<file path="config.mk">
export PLATFORM = sky130hd
export DESIGN_NAME = usbf_pkt_fifo_flat
export DESIGN_NICKNAME = d
export VERILOG_FILES = /design/src/rtl/usbf_pkt_fifo_if.sv /design/src/rtl/usbf_pkt_fifo.sv /design/src/flat_wrapper.sv
export SDC_FILE = /design/constraint.sdc
export NUM_CORES = 1
export LEC_CHECK = 0
export ABC_AREA = 1
export CAP_MARGIN = 20
export CORE_UTILIZATION = 40
export CTS_CLUSTER_SIZE = 14
export DETAILED_ROUTE_END_ITERATION = 10
export PLACE_DENSITY = 0.62
export SYNTH_ARGS = -nofsm -noshare
export SYNTH_HDL_FRONTEND = slang
export SYNTH_SLANG_ARGS = --single-unit
</file>
<file path="constraint.sdc">
create_clock -name clk_i -period 3.1 [get_ports clk_i]
set_clock_uncertainty 0.1 [all_clocks]
set_input_delay 0.465 -clock clk_i [delete_from_list [all_inputs] [get_ports clk_i]]
set_output_delay 0.465 -clock clk_i [all_outputs]
set_load 0.03 [all_outputs]
</file>
<file path="src/rtl/usbf_pkt_fifo_if.sv">
// Write/read/control bundle between a USB endpoint engine and its packet FIFO.
// The master drives push/pop/commit/rollback/flush; the FIFO (slave) reports data and status.
interface usbf_pkt_fifo_if #(
  parameter int WIDTH  = 8,
  parameter int ADDR_W = 6
);
  logic [WIDTH-1:0] data_i;
  logic             push_i;
  logic             commit_i;
  logic             rollback_i;
  logic             pop_i;
  logic             flush_i;
  logic [WIDTH-1:0] data_o;
  logic             empty_o;
  logic             full_o;
  logic             afull_o;
  logic             overflow_o;
  logic [ADDR_W:0]  level_o;
  logic [ADDR_W:0]  pending_o;

  modport master (
    output data_i, push_i, commit_i, rollback_i, pop_i, flush_i,
    input  data_o, empty_o, full_o, afull_o, overflow_o, level_o, pending_o
  );

  modport slave (
    input  data_i, push_i, commit_i, rollback_i, pop_i, flush_i,
    output data_o, empty_o, full_o, afull_o, overflow_o, level_o, pending_o
  );
endinterface

</file>
<file path="src/rtl/usbf_pkt_fifo.sv">
// Packet FIFO: pushes stay pending until commit, rollback discards them; zero-latency read.
// Pushes while full are dropped and poison the packet (sticky overflow); pops while empty are ignored.
module usbf_pkt_fifo #(
  parameter int WIDTH       = 8,
  parameter int DEPTH       = 64,
  parameter int ADDR_W      = 6,
  parameter int AFULL_LEVEL = 56
) (
  input  logic              clk_i,
  input  logic              rst_i,
  usbf_pkt_fifo_if.slave    bus
);
  localparam int CNT_W = ADDR_W + 1;

  logic [ADDR_W-1:0] rd_ptr_q, rd_ptr_d;
  logic [ADDR_W-1:0] wr_ptr_q, wr_ptr_d;
  logic [ADDR_W-1:0] wr_cmt_ptr_q, wr_cmt_ptr_d;
  logic [CNT_W-1:0]  cnt_c_q, cnt_c_d;
  logic [CNT_W-1:0]  cnt_t_q, cnt_t_d;
  logic              ovf_q, ovf_d;
  logic [WIDTH-1:0]  mem_q [DEPTH];

  logic              full, empty;
  logic              push_ok, pop_ok, push_drop, discard;
  logic [CNT_W-1:0]  push_inc, pop_dec;

  assign full      = (cnt_t_q == CNT_W'(DEPTH));
  assign empty     = (cnt_c_q == '0);
  assign push_ok   = bus.push_i & ~full  & ~bus.flush_i;
  assign pop_ok    = bus.pop_i  & ~empty & ~bus.flush_i;
  assign push_drop = bus.push_i &  full  & ~bus.flush_i;
  // A poisoned packet cannot be published, so its commit degrades to a rollback.
  assign discard   = bus.rollback_i | (bus.commit_i & (ovf_q | push_drop));
  assign push_inc  = CNT_W'(push_ok);
  assign pop_dec   = CNT_W'(pop_ok);

  always_comb begin
    rd_ptr_d     = rd_ptr_q + ADDR_W'(pop_ok);
    wr_ptr_d     = wr_ptr_q + ADDR_W'(push_ok);
    wr_cmt_ptr_d = wr_cmt_ptr_q;
    cnt_t_d      = cnt_t_q + push_inc - pop_dec;
    cnt_c_d      = cnt_c_q - pop_dec;
    ovf_d        = ovf_q | push_drop;
    if (bus.flush_i) begin
      rd_ptr_d     = '0;
      wr_ptr_d     = '0;
      wr_cmt_ptr_d = '0;
      cnt_t_d      = '0;
      cnt_c_d      = '0;
      ovf_d        = 1'b0;
    end else if (discard) begin
      wr_ptr_d = wr_cmt_ptr_q;
      cnt_t_d  = cnt_c_q - pop_dec;
      cnt_c_d  = cnt_c_q - pop_dec;
      ovf_d    = 1'b0;
    end else if (bus.commit_i) begin
      wr_cmt_ptr_d = wr_ptr_d;
      cnt_c_d      = cnt_t_d;
    end
  end

  always_ff @(posedge clk_i or posedge rst_i) begin
    if (rst_i) begin
      rd_ptr_q     <= '0;
      wr_ptr_q     <= '0;
      wr_cmt_ptr_q <= '0;
      cnt_c_q      <= '0;
      cnt_t_q      <= '0;
      ovf_q        <= 1'b0;
    end else begin
      rd_ptr_q     <= rd_ptr_d;
      wr_ptr_q     <= wr_ptr_d;
      wr_cmt_ptr_q <= wr_cmt_ptr_d;
      cnt_c_q      <= cnt_c_d;
      cnt_t_q      <= cnt_t_d;
      ovf_q        <= ovf_d;
    end
  end

  // Storage is written even under rollback; the pointer restore makes the word unreachable.
  always_ff @(posedge clk_i) begin
    if (push_ok) begin
      mem_q[wr_ptr_q] <= bus.data_i;
    end
  end

  assign bus.data_o     = mem_q[rd_ptr_q];
  assign bus.empty_o    = empty;
  assign bus.full_o     = full;
  assign bus.afull_o    = (cnt_t_q >= CNT_W'(AFULL_LEVEL));
  assign bus.overflow_o = ovf_q;
  assign bus.level_o    = cnt_c_q;
  assign bus.pending_o  = cnt_t_q - cnt_c_q;

  a_cnt_order: assert property (@(posedge clk_i) disable iff (rst_i)
    (cnt_c_q <= cnt_t_q) && (cnt_t_q <= CNT_W'(DEPTH)));
endmodule

</file>
<file path="src/flat_wrapper.sv">
// flat-port wrapper written by rule: the top's interface ports become plain ports
module usbf_pkt_fifo_flat 
#(
  parameter int WIDTH       = 8,
  parameter int DEPTH       = 64,
  parameter int ADDR_W      = 6,
  parameter int AFULL_LEVEL = 56
)
  (clk_i, rst_i, bus_data_i, bus_push_i, bus_commit_i, bus_rollback_i, bus_pop_i, bus_flush_i, bus_data_o, bus_empty_o, bus_full_o, bus_afull_o, bus_overflow_o, bus_level_o, bus_pending_o);
  usbf_pkt_fifo_if #(.WIDTH(WIDTH), .ADDR_W(ADDR_W)) bus_i ();
  input  logic clk_i;
  input  logic rst_i;
  input wire logic [$bits(bus_i.data_i)-1:0] bus_data_i;
  input wire logic [$bits(bus_i.push_i)-1:0] bus_push_i;
  input wire logic [$bits(bus_i.commit_i)-1:0] bus_commit_i;
  input wire logic [$bits(bus_i.rollback_i)-1:0] bus_rollback_i;
  input wire logic [$bits(bus_i.pop_i)-1:0] bus_pop_i;
  input wire logic [$bits(bus_i.flush_i)-1:0] bus_flush_i;
  output wire logic [$bits(bus_i.data_o)-1:0] bus_data_o;
  output wire logic [$bits(bus_i.empty_o)-1:0] bus_empty_o;
  output wire logic [$bits(bus_i.full_o)-1:0] bus_full_o;
  output wire logic [$bits(bus_i.afull_o)-1:0] bus_afull_o;
  output wire logic [$bits(bus_i.overflow_o)-1:0] bus_overflow_o;
  output wire logic [$bits(bus_i.level_o)-1:0] bus_level_o;
  output wire logic [$bits(bus_i.pending_o)-1:0] bus_pending_o;
  assign bus_i.data_i = bus_data_i;
  assign bus_i.push_i = bus_push_i;
  assign bus_i.commit_i = bus_commit_i;
  assign bus_i.rollback_i = bus_rollback_i;
  assign bus_i.pop_i = bus_pop_i;
  assign bus_i.flush_i = bus_flush_i;
  assign bus_data_o = bus_i.data_o;
  assign bus_empty_o = bus_i.empty_o;
  assign bus_full_o = bus_i.full_o;
  assign bus_afull_o = bus_i.afull_o;
  assign bus_overflow_o = bus_i.overflow_o;
  assign bus_level_o = bus_i.level_o;
  assign bus_pending_o = bus_i.pending_o;
  usbf_pkt_fifo #(.WIDTH(WIDTH), .DEPTH(DEPTH), .ADDR_W(ADDR_W), .AFULL_LEVEL(AFULL_LEVEL)) u_core (.clk_i(clk_i), .rst_i(rst_i), .bus(bus_i));
endmodule
</file>
==> metrics list, run 1 <==
- With fillers left out, the area of the finished cells amounts to roughly 0.029 mm2.
- Antenna violations before repair: 0
- Total Wirelength: roughly 65000 um
- Chip height: about 240 um
- STA puts the critical path data arrival time at 2610 ps.
* Area leader, netlist: sky130_fd_sc_hd__edfxtp_1
- The first detailed-routing pass took 6 iterations.
- Detailed Route Iter0 Violations: 1757
- Total of flip-flops plus latches after synthesis: between 500 and 600
- Entering global routing, the biggest net connects 65 pins.
* Detailed placement HPWL: 36500 um
- Number of DRC violations after detailed routing: 0
- Summing every instance area after synthesis gives between 0.02 and 0.025 mm2.
- Post-synthesis sequential area ratio: a little over two thirds
- The worst path in the final design needs a cycle of 3170 ps, including I/O delays and setup.
- The number of nets in the synthesized netlist is 2126.
- Dividing the detail-routed via count by the number of cells gives between 5 and 6.
- Worst relative slew slack: between 40 and 50%
- For this run, the total global-route usage over all layers was measured as 21.8%.
- Highest fanout seen on the critical path: 6
* Total of warnings raised by yosys: 0
* Core Area: between 0.05 and 0.06 mm2
* Insertion delay to the later sink of the worst-skew pair: about 630 ps
* Leakage power figure: 10.8 nW
* Total count of max-transition violations in the final report: 0
- Detailed-route via count: around 16000
* Overall die area: a little under 0.06 mm2
* Overall die width: between 200 and 250 um
* Worst EP required: 2530 ps
- At the end of routability-driven placement, the weighted congestion stood at 0.883.
- First-pass GRT wire length: a little under 100000 um
- TritonCTS built the clock tree.
- Number of sinks on the clock net: approximately 550
- Setup repair after global routing missed its margin: yes
- Clk buf depth: 3
- The path class of the tightest hold or removal check is in -> async.
* Part of the cycle the worst path needs: 102%
- Hold violation total from the final report: 0
- Setup ws final: -71.0 ps
- Gr ovfl total: 0
- In this run the power density over the cells is just under 700 mW/mm2.
- The final reports fail on negative setup slack.
- Final net count: 2268
* Setup Crit Path Kind: reg -> out
- STA classifies the critical path endpoint as an output pin.
* Placed cell area: between 0.02 and 0.03 mm2
- For the pin with the worst max-slew slack, the measured transition is roughly 860 ps.
- After clock tree synthesis, the flow added hold-fix buffers numbering 0.
- Number of instances in the synthesized netlist: between 2000 and 2500
* Utilization of the core after routing: 49.6%
- Cell chosen for the clock root: sky130_fd_sc_hd__clkbuf_16
- Clock slew at the register clock pins of the worst setup and hold paths: 60 ps
- Initial Util: about 40%
* Via count of the first global-routing pass: 16000
- Relative to the synthesized area, the layout overhead comes to 22.6%.
- The count of buffers added on input and output ports is 40.
- Based on the critical path, the design can be clocked at up to 315 MHz.
- Cells with a size suffix above 1 make up between 10% and 20% of the layout.
* Synth top area share: around 66%
* Total number of placement rows: slightly below 90
* I/O pin total: between 40 and 50
- Cell types occupying the most area after synthesis: sky130_fd_sc_hd__edfxtp_1, sky130_fd_sc_hd__nand2_1, sky130_fd_sc_hd__nand3_1, sky130_fd_sc_hd__dfrtp_1, sky130_fd_sc_hd__nor2_1
- Buffers inserted during clock tree synthesis total 57.
* Max-cap violations: 0
- Startpoint type of the worst setup path: register
- The H-tree was split into 2 levels.
- Finish-stage setup viols: 8
* Max rail drop VDD: between 0.5 and 0.6 mV
* Run status: complete, but fails checks
- Post-Syn Area per Cell: about 11 um2
- Unique masters post-synth: 33
- Once detail routing completed, the nets flagged for antenna violations numbered 0.
- Dividing the detail-routed wire length by the instance count gives 21.5 um.
- 0 antenna diodes ended up in the layout.
kinds of logic after synthesis:
family / Yosys count / synth area share (%)
AOI/OAI and AO/OA: 39 / 0.890
xor gates and xnor gates: 15 / 0.563
adders and majority gates: 27 / 1.51
buffers and inverters: 172 / 4.06
DFF: 545 / 69.5
and+or+nand+nor: 1286 / 23.5
flip-flops by register name, summed over array words and instances, names as in the netlist:
name	flops
u_core.wr_cmt_ptr_q	6
u_core.rd_ptr_q	6
u_core.mem_q	512
u_core.wr_ptr_q	6
u_core.cnt_t_q	7
u_core.bus.level_o	7
u_core.bus.overflow_o	1
Yosys cell counts:
library cell               instances
sky130_fd_sc_hd__a21o_1            2
sky130_fd_sc_hd__a21oi_1          19
sky130_fd_sc_hd__a31oi_1           2
sky130_fd_sc_hd__buf_1             6
sky130_fd_sc_hd__buf_2            64
sky130_fd_sc_hd__buf_4            10
sky130_fd_sc_hd__buf_6            24
sky130_fd_sc_hd__clkbuf_1         10
sky130_fd_sc_hd__clkinv_1          3
sky130_fd_sc_hd__dfrtp_1          33
sky130_fd_sc_hd__edfxtp_1        512
sky130_fd_sc_hd__fa_1              2
sky130_fd_sc_hd__ha_1             25
sky130_fd_sc_hd__inv_1            52
sky130_fd_sc_hd__inv_2             2
sky130_fd_sc_hd__inv_4             1
sky130_fd_sc_hd__nand2_1         739
sky130_fd_sc_hd__nand2_2           1
sky130_fd_sc_hd__nand3_1         439
sky130_fd_sc_hd__nand3_2           1
sky130_fd_sc_hd__nand3b_1          2
sky130_fd_sc_hd__nand4_1           4
sky130_fd_sc_hd__nand4_2           8
sky130_fd_sc_hd__nor2_1           87
sky130_fd_sc_hd__nor2_4            1
sky130_fd_sc_hd__nor3_1            3
sky130_fd_sc_hd__nor4_1            1
sky130_fd_sc_hd__o21ai_0           9
sky130_fd_sc_hd__o21ai_1           5
sky130_fd_sc_hd__o21bai_1          1
sky130_fd_sc_hd__o31ai_1           1
sky130_fd_sc_hd__xnor2_1           4
sky130_fd_sc_hd__xor2_1           11
final cells by class:
| cell class | instances | area [um2] |
|---|---|---|
| tap | 765 | 957 |
| timing repair buffer | 195 | 2470 |
| multi-input combinational | 1367 | 6980 |
| sequential | 545 | 16200 |
| fill | 5031 | 29100 |
| inverter | 58 | 245 |
| timing repair inverter | 2 | 46.3 |
| clock inverter | 36 | 221 |
| clock buffer | 65 | 1470 |
metal layers:
| layer | track usage [%] | part of all wire, % | up-vias |
|---|---|---|---|
| met5 | 0 | 0 | - |
| li1 | - | - | 7512 |
| met3 | 3.87 | 7.8 | 116 |
| met1 | 29.6 | 41 | 8015 |
| met2 | 35.7 | 48 | 664 |
| met4 | 6.79 | 3.2 | 0 |
critical path, stage by stage, from the launching register on:
cell,delay (ps)
sky130_fd_sc_hd__dfrtp_4,530
sky130_fd_sc_hd__buf_12,180
sky130_fd_sc_hd__buf_12,160
sky130_fd_sc_hd__clkbuf_16,170
sky130_fd_sc_hd__nand2_1,70
sky130_fd_sc_hd__nand2_2,70
sky130_fd_sc_hd__a21oi_2,170
sky130_fd_sc_hd__nand3_2,110
sky130_fd_sc_hd__nand3_2,110
sky130_fd_sc_hd__nand2_2,60
sky130_fd_sc_hd__nand2_2,80
sky130_fd_sc_hd__nand2_4,90
sky130_fd_sc_hd__buf_12,150
layout by cell type (no fill, tap or decap), drive strengths merged:
cell | netlist | routed
xor2 | 11 | 11
fa | 2 | 2
xnor2 | 4 | 4
clkinvlp | 0 | 6
nand2 | 740 | 740
a21o | 2 | 2
clkdlybuf4s15 | 0 | 1
clkbuf | 10 | 74
o21bai | 1 | 1
o21ai | 14 | 14
nand4 | 12 | 12
bufinv | 0 | 1
dlymetal6s2s | 0 | 1
nor2 | 88 | 88
clkinv | 3 | 33
clkdlybuf4s50 | 0 | 18
dlygate4sd2 | 0 | 2
a31oi | 2 | 2
nor4 | 1 | 1
buf | 104 | 164
inv | 55 | 56
nand3b | 2 | 2
nand3 | 440 | 440
ha | 25 | 25
o31ai | 1 | 1
edfxtp | 512 | 512
dfrtp | 33 | 33
nor3 | 3 | 3
a21oi | 19 | 19
stage by stage:
step / setup WS, ps / std cells / hold slack [ps] / setup TNS [ps] / total power (W)
CTS: -102 / 3025 / 217 / -610 / 0.0191
floorplan: 46.8 / 2084 / 343 / 0 / 0.0109
detailed placement: 78.9 / 2891 / 361 / 0 / 0.0122
global placement: 121 / 2891 / 354 / 0 / 0.0121
global route: -160 / 3033 / 236 / -1070 / 0.0201
finish: -71.0 / 3033 / 243 / -342 / 0.0193
worst paths after layout:
kind                                                    startpoint  depth (start not counted)  slack (ps)                                 end
worst max-delay path                  u_core.rd_ptr_q[0]$_DFF_PP0_                         12         -70                       bus_data_o[7]
min in group clk_i                                   bus_data_i[3]                          1         240       u_core.mem_q[10][3]$_DFFE_PP_
worst min-delay path                                         rst_i                          2         240  u_core.wr_cmt_ptr_q[1]$_DFFE_PP0P_
max in group asynchronous                                    rst_i                          3        1890         u_core.cnt_t_q[1]$_DFF_PP0_
worst min register to register  u_core.wr_cmt_ptr_q[0]$_DFFE_PP0P_                          2         380        u_core.wr_ptr_q[0]$_DFF_PP0_
worst max register to register     u_core.bus.level_o[2]$_DFF_PP0_                         16         290     u_core.bus.level_o[4]$_DFF_PP0_
power by group:
part / internal [W] / switching, W
clock: 0.00346 / 0.00282
combinational: 0.00190 / 0.00291
sequential: 0.00813 / 0.000102
what timing repair did:
item | 4_1_cts | 5_1_grt
setup buffers | 11 | 2
resized for setup | 139 | 110
pin swaps | 27 | 62
cloned | 22 | 8
setup endpoints to repair | 13 | 12
endpoints found under the hold margin | 0 | 0
(Power assumes the default switching activity.)
==> run 2, diff against run 1 <==
--- a/config.mk
+++ b/config.mk
@@ -7,10 +7,12 @@
 export LEC_CHECK = 0
 export ABC_AREA = 1
 export CAP_MARGIN = 20
-export CORE_UTILIZATION = 40
+export CORE_UTILIZATION = 36
 export CTS_CLUSTER_SIZE = 14
 export DETAILED_ROUTE_END_ITERATION = 10
-export PLACE_DENSITY = 0.62
+export GPL_TIMING_DRIVEN = 0
+export PLACE_DENSITY = 0.58
+export SKIP_LAST_GASP = 1
 export SYNTH_ARGS = -nofsm -noshare
 export SYNTH_HDL_FRONTEND = slang
 export SYNTH_SLANG_ARGS = --single-unit
==> run 2 against run 1 <==
Net effect:
- the flow still finishes with violations (negative setup slack)
- critical path depth is 1 lower
- flip-flop and latch count stayed put
- utilization is 4.4 points lower
- clock-buffer cell count is 7 higher
- fmax is 1.8% lower
- combinational power is 6.0% higher
- sequential power hardly changed
- die area is 11% higher
- non-clock buffer count is 11 higher
- critical endpoint is now bus_data_o[0]
- clock power is 6.2% higher
- largest power group unchanged
- cell count is 3.0% higher
==> metrics list, run 2 (synthesized netlist as in run 1, its figures left out) <==
- At the pin with the least slew margin, the transition time is about 920 ps.
* Power density cells: ~700 mW/mm2
* Flip-flop count of the largest register, all copies and words added: 512
* Insertion delay to the later sink of the worst-skew pair: 610 ps
* Detailed placement HPWL: 48700 um
- Across every metal layer, demand over resource in global routing totals between 20% and 30%.
- The endpoint identified for the worst register-to-register timing path is u_core.mem_q[53][0]$_DFFE_PP_.
- Max-cap violations: 0
- Summing internal, switching and leakage power gives roughly 0.02 W.
- The flow ran to the end, but the final reports show violations.
- Violated checks: negative setup slack
- The filler cells instantiated in the layout total slightly below 6000.
- Hold violation total from the final report: 0
- The area growth from synthesis to layout is 22.9%.
- Hold repair after CTS inserted 0 buffers.
- Initial Util: approximately 37%
- In this run, CTS created clock tree buffers numbering 56.
- The worst pin sits at a relative slew slack of 38.3%.
* Overall die area: approximately 0.066 mm2
- Hold path startpoint: bus_data_i[7]
- From bottom edge to top edge, the die measures 257 um.
- Leakage power figure: roughly 11 nW
- Router iterations before antenna repair: 6
- Of the cells placed in the final design, the portion with a size suffix greater than 1 is 21.2%.
- The setup path with the least slack is of type reg -> out.
- Dividing the detail-routed via count by the number of cells gives roughly 5.3.
- For this run, the share of the core covered by cells in the final layout is between 40% and 50%.
* Detailed Route Iter0 Violations: 1965
- Total number of placement rows: 92
* Critical-path top delay cell: sky130_fd_sc_hd__dfrtp_1
- Highest fanout seen on the critical path: 10
- Register name with the most flops: u_core.mem_q
* Setup repair after global routing missed its margin: yes
- Cells along the critical path: buf_2 -> inv_1 -> buf_4 -> buf_4 -> nand3_1 -> nand2_1 -> nand2_1 -> nand3_1 -> nand3_2 -> nand2_2 -> buf_4
* Setup ws final: -131 ps
- Clock tree from TritonCTS: yes
- Including well taps, the total number of placed cells is between 2000 and 3000.
* Placed cell area: 0.0249 mm2
- Entering global routing, the biggest net connects 65 pins.
- In the final routed layout, each cell accounts on average for roughly 23 um.
* Commonest cells after routing, fill and taps aside: sky130_fd_sc_hd__nand2_1, sky130_fd_sc_hd__edfxtp_1, sky130_fd_sc_hd__nand3_1, sky130_fd_sc_hd__nand3_2, sky130_fd_sc_hd__buf_4
- Number of sinks on the clock net: 545
- The clock passes through at most 3 buffers.
- Global routing finished with a remaining overflow of 0.
* Part of the cycle the worst path needs: 104%
* Number of port buffers: 40
- The H-tree was split into 2 levels.
- Delay of the slowest cell on the worst path: 350 ps
- The congestion estimate from routability-driven global placement came to slightly below 1.
* Cell chosen for the clock root: sky130_fd_sc_hd__clkbuf_16
- With fillers left out, the area of the finished cells amounts to 0.0287 mm2.
* WHS Endpoint: u_core.mem_q[50][7]$_DFFE_PP_
- between 40 and 50 I/O pins were placed.
- Number of non-filler instances in the completed layout: about 3100
- The number of global-route vias before repair was roughly 16000.
* Final net count: around 2300
- Internal reg-to-reg setup slack: about 30 ps
- Along the worst hold path, the cell count comes to 1.
- Clock slew at the register clock pins of the worst setup and hold paths: around 60 ps
- Across the VDD grid, the largest voltage drop is ~0.68 mV.
- Antenna violations before repair: 1
- The sequential cells in the finished layout cover a total of ~0.016 mm2.
- The core region is 0.0635 mm2.
* Worst EP required: around 2500 ps
- In this run the worst hold path is classified as in -> reg.
- Startpoint type of the worst setup path: register
- Setup violations remaining at the end of the flow were counted as 7.
* Number of DRC violations after detailed routing: 0
- The count of nets left with antenna violations once routing finished came out at 0.
* Highest attainable clock frequency: around 310 MHz
- Summing all multi-input logic gate instances after layout gives 0.00710 mm2.
- Overall die width: 257 um
- Logic depth of the worst register-to-register path: 8
- Critical Path AT: about 2700 ps
- Total Wirelength: 73200 um
* First-pass GRT wire length: 106000 um
* Period minus WS final: ~3200 ps
- Launching point of the worst reg2reg path: u_core.cnt_t_q[3]$_DFF_PP0_
- Crit path capture type: output pin
- The final-report max-slew violation count was 0.
- Counting stages on the worst path, the most repeated cell is sky130_fd_sc_hd__buf_4.
- Detailed-route via count: around 17000
- Leading cell type in the layout, fill and taps excluded: sky130_fd_sc_hd__nand2_1
- The repair_antennas step left the layout with diodes totalling 0.
## run 2: cell types whose count changed in the layout (fill, tap and decap cells not counted), sizes merged, moves of 2 or more
| cell | before | now |
|---|---|---|
| clkbuf | 74 | 84 |
| clkinv | 33 | 23 |
| buf | 164 | 170 |
| bufinv | 1 | 5 |
| clkinvlp | 6 | 3 |
| bufbuf | 0 | 2 |
## run 2: repair_timing
action,4_1_cts,5_1_grt
gates resized for setup,366,102
buffers inserted,29,9
pin swaps,68,54
setup endpoints to repair,195,285
endpoints found under the hold margin,0,0
cloned,9,0
## run 2: layout make-up
cell class              instances  share of cell area (%)
flip-flops and latches        545                    56.5
multi-input cells            1367                    24.8
clock buffers                  72                    5.17
repair buffers                 94                    4.03
plain buffers                 112                    4.02
well taps                     846                    3.69
clock inverters                30                   0.987
inverters                      58                   0.794
## run 2: worst max path at each step
| stage | from | to | slack [ps] | cells past startpoint |
|---|---|---|---|---|
| 2_1_floorplan | u_core.bus.level_o[1]$_DFF_PP0_ | u_core.bus.level_o[4]$_DFF_PP0_ | 50 | 16 |
| 3_3_place_gp | bus_flush_i | u_core.bus.level_o[4]$_DFF_PP0_ | -1010 | 17 |
| 3_5_place_dp | bus_flush_i | u_core.bus.level_o[4]$_DFF_PP0_ | -1020 | 18 |
| 4_1_cts | u_core.rd_ptr_q[2]$_DFF_PP0_ | bus_data_o[0] | -210 | 9 |
| 5_1_grt | u_core.rd_ptr_q[0]$_DFF_PP0_ | bus_data_o[2] | -210 | 16 |
| 6_report | u_core.rd_ptr_q[2]$_DFF_PP0_ | bus_data_o[0] | -130 | 11 |
## run 2: power breakdown
group / leakage, nW / internal (W) / switching [W]
Combinational: 4.87 / 0.00194 / 0.00315
Sequential: 5.05 / 0.00812 / 0.0000969
Clock: 0.858 / 0.00378 / 0.00288
Total: 10.8 / 0.0139 / 0.00612
## run 2: layer usage
layer / wire (um) / global-route usage (%)
met1: 30400 / 30.1
met2: 34100 / 34.9
met3: 6470 / 3.65
met4: 2350 / 7.74
met5: 0 / 0
## run 2: stage by stage
step / setup slack, ps / hold WS (ps) / setup TNS, ps
final: -131 / 202 / -503
after CTS: -215 / 168 / -3630
after floorplan: 46.8 / 343 / 0
after global routing: -206 / 196 / -1960
after detailed placement: -1020 / 365 / -172120
after global placement: -1010 / 359 / -378340
## run 2: worst max-delay path: cells and delay by family (launching register included)
kind | cells | cell delay (ps)
flip-flops | 1 | 350
buffers and inverters | 5 | 920
AND/OR/NAND/NOR | 6 | 770
